--- src/rtl/bp_fifo_pkg.sv ---
// Shared definitions for the fifo-side arbitration blocks of the bus engine.
// Contents:
//   arb_state_t - two-state arbiter FSM encoding (ST_IDLE = 0, ST_BUSY = 1)
//   id_width()  - width of a requester index, $clog2(n) but never below 1
package bp_fifo_pkg;

    typedef enum logic [0:0] {
        ST_IDLE = 1'b0,
        ST_BUSY = 1'b1
    } arb_state_t;

    function automatic int id_width(input int n);
        return (n > 2) ? $clog2(n) : 1;
    endfunction

endpackage

--- src/rtl/rr_pick.sv ---
// Combinational round-robin priority encoder.
// Scans req starting at rr_ptr and wrapping modulo NUM_REQ; reports the first
// set index. Written standalone so the read-side scheduler can reuse it.
// Ports:
//   req    in  [NUM_REQ-1:0]  request vector
//   rr_ptr in  [ID_W-1:0]     highest-priority index for this scan
//   found  out                at least one request set
//   index  out [ID_W-1:0]     winning index (0 when nothing is found)
module rr_pick
    import bp_fifo_pkg::*;
#(
    parameter int NUM_REQ = 4,
    parameter int ID_W    = id_width(NUM_REQ)
) (
    input  logic [NUM_REQ-1:0] req,
    input  logic [ID_W-1:0]    rr_ptr,
    output logic               found,
    output logic [ID_W-1:0]    index
);

    logic [ID_W-1:0] cand_s;

    // Walk offsets from farthest to nearest so the nearest set request wins last.
    always_comb begin
        found  = 1'b0;
        index  = '0;
        cand_s = '0;
        for (int k = NUM_REQ - 1; k >= 0; k--) begin
            cand_s = ID_W'((int'(rr_ptr) + k) % NUM_REQ);
            found  = found | req[cand_s];
            index  = req[cand_s] ? cand_s : index;
        end
    end

endmodule

--- src/rtl/fifo_write_arbiter.sv ---
// Round-robin, per-burst arbiter sharing the single fifo write port between
// NUM_REQ producers (UART RX, SPI/I2C capture, ADC sampler, ...).
// A grant is taken in an IDLE cycle (no transfer that cycle) and held until the
// granted requester sends last, reaches MAX_BURST words, or drops valid.
// Ports:
//   clock, reset   clock and asynchronous active-high reset
//   req_valid      [NUM_REQ]        per-requester word valid
//   req_last       [NUM_REQ]        per-requester end of burst (with valid)
//   req_data       [NUM_REQ*WIDTH]  packed words, requester i at [i*WIDTH +: WIDTH]
//   req_ready      [NUM_REQ]        combinational accept, only the granted bit
//   fifo_in_shift  out              write strobe to fifo in_shift
//   fifo_in_data   [WIDTH] out      write word, zero when not shifting
//   fifo_in_full   in               fifo in_full (registered inside the fifo)
//   grant_id       out              current / most recent granted index
//   busy           out              grant held
module fifo_write_arbiter
    import bp_fifo_pkg::*;
#(
    parameter int NUM_REQ   = 4,
    parameter int WIDTH     = 8,
    parameter int MAX_BURST = 16
) (
    input  logic                       clock,
    input  logic                       reset,
    input  logic [NUM_REQ-1:0]         req_valid,
    input  logic [NUM_REQ-1:0]         req_last,
    input  logic [NUM_REQ*WIDTH-1:0]   req_data,
    output logic [NUM_REQ-1:0]         req_ready,
    output logic                       fifo_in_shift,
    output logic [WIDTH-1:0]           fifo_in_data,
    input  logic                       fifo_in_full,
    output logic [$clog2(NUM_REQ)-1:0] grant_id,
    output logic                       busy
);

    localparam int ID_W  = id_width(NUM_REQ);
    localparam int CNT_W = $clog2(MAX_BURST + 1);

    arb_state_t         state_r;
    arb_state_t         state_next_s;
    logic [NUM_REQ-1:0] grant_r;
    logic [ID_W-1:0]    rr_ptr_r;
    logic [CNT_W-1:0]   burst_cnt_r;
    logic [ID_W-1:0]    grant_id_r;
    logic               busy_r;

    logic               pick_found_s;
    logic [ID_W-1:0]    pick_index_s;
    logic               cur_valid_s;
    logic               cur_last_s;
    logic [WIDTH-1:0]   cur_data_s;
    logic [CNT_W-1:0]   cnt_inc_s;
    logic               xfer_s;
    logic               release_s;
    logic [ID_W-1:0]    next_ptr_s;

    rr_pick #(
        .NUM_REQ (NUM_REQ),
        .ID_W    (ID_W)
    ) u_rr_pick (
        .req    (req_valid),
        .rr_ptr (rr_ptr_r),
        .found  (pick_found_s),
        .index  (pick_index_s)
    );

    // Granted requester's handshake, transfer qualification and release decision.
    always_comb begin
        cur_valid_s = req_valid[grant_id_r];
        cur_last_s  = req_last[grant_id_r];
        cur_data_s  = req_data[int'(grant_id_r) * WIDTH +: WIDTH];
        cnt_inc_s   = burst_cnt_r + CNT_W'(1);
        // reset gates the strobes directly so they drop the instant it rises
        xfer_s      = (state_r == ST_BUSY) && cur_valid_s && !fifo_in_full && !reset;
        if (state_r == ST_BUSY) begin
            // a missing valid releases even while the fifo is stalling us
            release_s = !cur_valid_s ||
                        (xfer_s && (cur_last_s || (cnt_inc_s == CNT_W'(MAX_BURST))));
        end else begin
            release_s = 1'b0;
        end
        if ((state_r == ST_BUSY) && !fifo_in_full && !reset) begin
            req_ready = grant_r;
        end else begin
            req_ready = '0;
        end
        fifo_in_shift = xfer_s;
        fifo_in_data  = xfer_s ? cur_data_s : '0;
        next_ptr_s    = (grant_id_r == ID_W'(NUM_REQ - 1)) ? '0 : (grant_id_r + ID_W'(1));
    end

    // Next-state logic for the IDLE/BUSY arbiter.
    always_comb begin
        state_next_s = state_r;
        case (state_r)
            ST_IDLE: begin
                if (pick_found_s) begin
                    state_next_s = ST_BUSY;
                end else begin
                    state_next_s = ST_IDLE;
                end
            end
            ST_BUSY: begin
                if (release_s) begin
                    state_next_s = ST_IDLE;
                end else begin
                    state_next_s = ST_BUSY;
                end
            end
            default: state_next_s = ST_IDLE;
        endcase
    end

    // FSM state register.
    always_ff @(posedge clock or posedge reset) begin
        if (reset) begin
            state_r <= ST_IDLE;
        end else begin
            state_r <= state_next_s;
        end
    end

    // Grant, round-robin pointer and burst counter registers.
    always_ff @(posedge clock or posedge reset) begin
        if (reset) begin
            grant_r     <= '0;
            rr_ptr_r    <= '0;
            burst_cnt_r <= '0;
            grant_id_r  <= '0;
            busy_r      <= 1'b0;
        end else begin
            case (state_r)
                ST_IDLE: begin
                    if (pick_found_s) begin
                        grant_r     <= {{(NUM_REQ - 1){1'b0}}, 1'b1} << pick_index_s;
                        grant_id_r  <= pick_index_s;
                        burst_cnt_r <= '0;
                        busy_r      <= 1'b1;
                    end
                end
                ST_BUSY: begin
                    if (release_s) begin
                        // grant_id keeps the released index until the next grant
                        grant_r  <= '0;
                        busy_r   <= 1'b0;
                        rr_ptr_r <= next_ptr_s;
                    end else if (xfer_s) begin
                        burst_cnt_r <= cnt_inc_s;
                    end
                end
                default: begin
                    grant_r <= '0;
                    busy_r  <= 1'b0;
                end
            endcase
        end
    end

    assign grant_id = grant_id_r;
    assign busy     = busy_r;

endmodule

--- config.mk ---
export PLATFORM = sky130hd
export DESIGN_NAME = fifo_write_arbiter
export DESIGN_NICKNAME = d
export VERILOG_FILES = /design/src/rtl/bp_fifo_pkg.sv /design/src/rtl/rr_pick.sv /design/src/rtl/fifo_write_arbiter.sv
export SDC_FILE = /design/constraint.sdc
export NUM_CORES = 1
export LEC_CHECK = 0
export ABC_AREA = 0
export CORE_UTILIZATION = 40
export DETAILED_ROUTE_END_ITERATION = 7
export PLACE_DENSITY_LB_ADDON = 0.08
export SETUP_SLACK_MARGIN = 0.02
export SLEW_MARGIN = 30
export SYNTH_ARGS = -nofsm -noshare
export SYNTH_HDL_FRONTEND = slang
export SYNTH_SLANG_ARGS = --single-unit
export TNS_END_PERCENT = 100
--- constraint.sdc ---
create_clock -name clock -period 2.1 [get_ports clock]
set_input_delay 0.21 -clock clock [delete_from_list [all_inputs] [get_ports clock]]
set_output_delay 0.21 -clock clock [all_outputs]
set_load 0.02 [all_outputs]
==> impl_metrics.yaml, run 1 <==
cts:
  cts.htree.levels: 1
  path_clk_slew_ps: 90
  clockRootBuffer: "clkbuf_4"
  clk_path_buf_depth: 2
  cts_sinks: 15
  clk_latency_ps: 270
  cts_made_buffers: 3
  cts_tree: "built"
placed_design:
  placed_area_mm2: 0.001926
  port_buffers: 58
  dp_slack_ps: -109.0
  gp_congestion: 0.7799
  post-dp-hpwl_mm: 2.868
power:
  p_leak_nw: 0.8799
  p_int_mw: 1.189
  combPwrFrac_pct: 67.6
  ir_worst_vdd_mv: 0.6718
  sequentialPowerShare_pct: 24.2
  switching_share_pct: 39.81
  clkPwrFrac_pct: 8.1
  power_density_mw_per_mm2: 996.3
  fin_total_pwr_mw: 1.976
  p_sw_uw: 786.6
logic_synthesis:
  yosysMostFrequentCell: "dfrtp_1"
  mappedNetlistArea_mm2: 0.001196
  synth_nets: 166
  synth-seq-cells: 15
  synth_edf_count: 0
  netlist_instances: 121
  synth_common_cells: "15 x dfrtp_1, 12 x nand2_1, 9 x and3_1, 9 x mux4_2, 8 x a21oi_1"
  synth_top_cell_by_area: "dfrtp_1"
  yosysTopAreaCellShare_pct: 31.38
  ys_async_sr_fraction_pct: 100.0
  ys_seq_area_share_pct: 31.38
  synth_area_per_cell_um2: 9.886
  synth_warnings: 0
  ys.flop_type: "dfrtp_1"
  ys_top_cells_by_area: "dfrtp_1 31%, mux4_2 17%, and3_1 4.7%, nand2_1 3.8%, a21oi_1 3.3%"
  synth.distinct_cells: 39
floorplan:
  rows: 19
  core_mm2: 0.002805
  start_util_pct: 42.64
  die-area_mm2: 0.003213
  die_x_um: 56.69
  io-pin-count: 59
  fp.dieH_um: 56.69
critical_path:
  crit_type: "register to primary output"
  critPathMaxFanout: 3
  r2r_slack_ps: 200
  crit_path_end_kind: "primary output"
  start_kind: "register"
  worstPathRequired_ps: 1890
  cp.arrival_ps: 1800
timing:
  setup_viol: 0
  period_needed_ps: 2007
  drv_slew: 0
  final.setup_skew_ps: 0.6398
  setup_slack_ps: 92.61
  fin_tns_setup_ps: 0
  rsz0062_at_grt: "yes"
  fin_crit_sh_pct: 95.59
  fmax_ghz: 0.4982
  slew_headroom_pct: 61.30
  worst_pin_slew_ps: 579.9
  hold_viol_final: 0
grt:
  overflow: 0
  grt_pass1_wl_mm: 6.030
  antenna_found_initial: 0
  grt_pass1_vias: 1302
  gr-usage-all-layers_pct: 24.29
  grt_max_degree: 16
routing:
  routed_via_density: 5.489
  dr_total_vias: 1268
  routedWlPerCell_um: 15.64
  antenna_left: 0
  drtPass1Iterations: 6
  totalWireLength_mm: 3.612
  drt_iter0_markers: 53
  drc: 11
finish:
  nNetsFinal: 246
  post-route-util_pct: 70.70
  drive_gt1_share_pct: 23.00
  areaGrowthSynthToFinish_pct: 65.79
  final_design_area_no_fill_mm2: 0.001983
  antenna_cells: 0
run_status:
  status: "complete, but fails checks"
  violations: "design-rule violations"
min_path:
  hp-class: "input port to async pin"
flow_run:
  maxCapViolCount: 0
metrics by stage:
stage               hold WS, ps  instances
floorplan                 111.5        121
global placement          513.6        220
detailed placement        524.0        220
CTS                       383.4        225
global route              429.9        231
finish                    372.9        231
power by group through the flow:
stage                     sequential, mW  combinational (mW)  clock, mW
final                              0.479                1.34      0.160
after global routing               0.495                1.45      0.186
after CTS                          0.478                1.27      0.167
after detailed placement           0.484                1.26          0
after global placement             0.479                1.22          0
after floorplan                    0.504               0.736          0
cell usage in the layout, fill, tap and decap left out, types with 3 or more instances in the layout:
cell / netlist / routed
clkdlybuf4s15_1: 0 / 4
buf_4: 0 / 23
and2_1: 5 / 5
and3_1: 9 / 9
nand3_1: 6 / 6
clkdlybuf4s50_1: 0 / 49
a21oi_1: 8 / 8
nor2_1: 4 / 4
clkbuf_2: 0 / 4
dfrtp_1: 15 / 15
mux4_2: 9 / 9
o21ai_0: 3 / 3
o211ai_1: 3 / 3
clkbuf_4: 0 / 3
nand2_1: 12 / 12
nor2b_1: 5 / 5
what timing repair did:
action	CTS	global route
hold buffers	0	0
setup endpoints to repair	9	12
setup buffers	1	6
resized for setup	15	6
pin swaps	0	1
state kept, by name (all words and copies together) (netlist names):
name / cells
burst_cnt_r: 5
grant_r: 4
grant_id: 2
rr_ptr_r: 2
busy: 1
state_r: 1
cells by family after synthesis:
family | Yosys count | synth area share, %
DFF | 15 | 31.38
AOI/OAI and AO/OA | 27 | 16.95
adders and majority gates | 2 | 2.092
and+or+nand+nor | 56 | 26.88
muxes | 12 | 19.56
buffers and inverters | 9 | 3.138
path summary, 6_finish.rpt:
kind,start,endpoint,depth (start not counted)
worst min-delay path,reset,burst_cnt_r[2],2
max in group asynchronous,reset,grant_r[2],2
min in group clock,grant_r[0],grant_r[0],2
worst min register to register,grant_r[0],grant_r[0],2
worst max-delay path,grant_id[1],fifo_in_shift,4
worst max register to register,grant_id[0],burst_cnt_r[4],8
layout make-up:
class                           instances  area [um^2]
Clock buffer                            4        26.28
Fill cell                             234        822.0
Inverter                                2        7.507
Multi-Input combinational cell         97        783.3
Sequential cell                        15        375.4
Tap cell                               31        38.79
Timing Repair Buffer                   82        752.0
per-layer routing:
metal	share of wire (%)	track usage, %
met4	1.6	6.071
met5	0	0
met1	42	29.12
met2	53	44.73
met3	3.9	3.917
worst max-delay path, cell delays in order (launching register included):
cell and delay [ps]:
dfrtp_1 380, mux4_2 520, buf_4 170, and2_4 150, dlygate4sd2_1 310
(Power assumes the default switching activity.)
==> run 2: changes to the inputs <==
--- a/config.mk
+++ b/config.mk
@@ -6,6 +6,7 @@
 export NUM_CORES = 1
 export LEC_CHECK = 0
 export ABC_AREA = 0
+export CORE_ASPECT_RATIO = 0.7
 export CORE_UTILIZATION = 40
 export DETAILED_ROUTE_END_ITERATION = 7
 export PLACE_DENSITY_LB_ADDON = 0.08
==> run 2 against run 1 <==
  * The flow now finishes without violations
  * Non-clock buffer count shrank 7
  * Sequential share of layout area barely moved
  * Utilization is 0.62 points lower
  * Largest cell class unchanged
  * Critical path depth unchanged
  * Die area rose by 0.10%
  * Largest power group unchanged
  * Worst setup slack worse by 19 ps
  * Global-route usage down 0.59 points
==> impl_metrics.yaml, run 2 (synthesis results as in run 1) <==
run_status:
  status: "finished clean"
floorplan:
  die_x_um: 67.36
  rows: 16
  start_util_pct: 42.38
  die-area_mm2: 0.003216
  core_mm2: 0.002823
  io-pin-count: 59
  fp.dieH_um: 47.75
critical_path:
  crit_type: "register to primary output"
  cp.arrival_ps: 1820
  reg2reg_depth: 5
  critPathMaxFanout: 4
  r2r_start: "grant_id[1]"
  crit_path_end_kind: "primary output"
  worstPathRequired_ps: 1890
  r2r_end: "grant_r[3]"
  start_kind: "register"
  r2r_slack_ps: 180
grt:
  grt_pass1_vias: 1187
  gr-usage-all-layers_pct: 23.70
  grt_max_degree: 16
  overflow: 0
  grt_pass1_wl_mm: 5.326
  antenna_found_initial: 0
cts:
  cts_tree: "built"
  cts_sinks: 15
  clockRootBuffer: "clkbuf_8"
  cts_made_buffers: 3
  clk_path_buf_depth: 2
  path_clk_slew_ps: 60
  cts.htree.levels: 1
  clk_latency_ps: 250
finish:
  final_common_cell: "clkdlybuf4s50_1"
  post_layout_nonfiller_instances: 229
  antenna_cells: 0
  post-route-util_pct: 70.08
  biggestRegsByFlops: "burst_cnt_r: 5 flops, grant_r: 4 flops"
  final_design_area_no_fill_mm2: 0.001978
  drive_gt1_share_pct: 18.13
  final_cell_mix: "48 x clkdlybuf4s50_1, 16 x buf_4, 15 x dfrtp_1"
  largest_reg_flops: 5
  largest-register: "burst_cnt_r"
  areaGrowthSynthToFinish_pct: 65.38
  nNetsFinal: 239
placed_design:
  post-dp-hpwl_mm: 2.852
  place_inst: 223
  gp_congestion: 0.7907
  placed_area_mm2: 0.001917
  port_buffers: 58
routing:
  drtPass1Iterations: 4
  dr_total_vias: 1302
  routed_via_density: 5.686
  dr_wl_met2_mm: 1.810
  routedWlPerCell_um: 16.34
  drt-met1-wl_mm: 1.625
  antenna_left: 0
  wl_met3_um: 214
  drt_iter0_markers: 55
  dr.max_layer_used: "met4"
  totalWireLength_mm: 3.743
  drc: 0
power:
  power_density_mw_per_mm2: 1010
  clkPwrFrac_pct: 11.7
  ir_worst_vdd_mv: 0.6694
  p_leak_nw: 0.8708
  combPwrFrac_pct: 64.0
  switching_share_pct: 40.28
  p_int_mw: 1.193
  sequentialPowerShare_pct: 24.3
  p_sw_uw: 804.7
timing:
  hold_viol_final: 0
  setup_viol: 0
  slew_headroom_pct: 61.10
  period_needed_ps: 2027
  worst_pin_slew_ps: 582.9
  holdWs_ps: 402.3
  fin_crit_sh_pct: 96.51
  fin_tns_setup_ps: 0
  fmax_ghz: 0.4934
  drv_slew: 0
  final.setup_skew_ps: 1.365
  rsz0062_at_grt: "no"
min_path:
  hp-class: "input port to async pin"
flow_run:
  maxCapViolCount: 0
[run 2: how the worst max path moves through the flow]
| stage | start | endpoint | slack [ps] | depth (start not counted) |
|---|---|---|---|---|
| global route | grant_id[1] | fifo_in_data[5] | 20 | 4 |
| CTS | grant_id[0] | fifo_in_data[0] | 50 | 4 |
| finish | grant_id[1] | fifo_in_data[0] | 70 | 4 |
| detailed placement | req_valid[3] | fifo_in_data[0] | -90 | 4 |
| floorplan | grant_id[0] | fifo_in_data[0] | 200 | 4 |
| global placement | req_valid[3] | fifo_in_data[2] | -50 | 4 |
[run 2: layout make-up]
class | count | area, um^2
Sequential cell | 15 | 375.4
Tap cell | 36 | 45.04
Clock buffer | 4 | 45.04
Multi-Input combinational cell | 97 | 783.3
Inverter | 2 | 7.507
Fill cell | 215 | 844.6
Timing Repair Buffer | 75 | 721.9
[run 2: timing repair]
action | 4_1_cts | 5_1_grt
hold endpoints to repair | 0 | 0
setup endpoints to repair | 9 | 9
hold buffers | 0 | 0
gates cloned | 0 | 0
buffers inserted | 2 | 0
resized for setup | 9 | 9
pin swaps | 0 | 0
[run 2: layer usage]
layer	up-vias	global-route usage [%]
li1	610	-
met1	630	26.90
met2	52	41.80
met3	10	5.714
met4	0	14.47
met5	-	0
[run 2: through the flow]
stage	power (mW)	setup WS [ps]
floorplan	1.241	201.4
global placement	1.694	-47.93
detailed placement	1.741	-93.28
CTS	1.996	54.57
global route	2.112	20.97
finish	1.997	73.35
[run 2: critical path, stage by stage (launching register included)]
cell and delay, ps:
dfrtp_1 390, mux4_2 560, buf_4 170, and3_1 160, clkdlybuf4s15_1 290
[run 2: power groups by stage]
| stage | clock, mW | combinational (mW) | sequential [mW] |
|---|---|---|---|
| after floorplan | 0 | 0.736 | 0.504 |
| after global placement | 0 | 1.22 | 0.477 |
| after detailed placement | 0 | 1.26 | 0.485 |
| after CTS | 0.240 | 1.28 | 0.480 |
| after global routing | 0.251 | 1.36 | 0.500 |
| final | 0.234 | 1.28 | 0.485 |
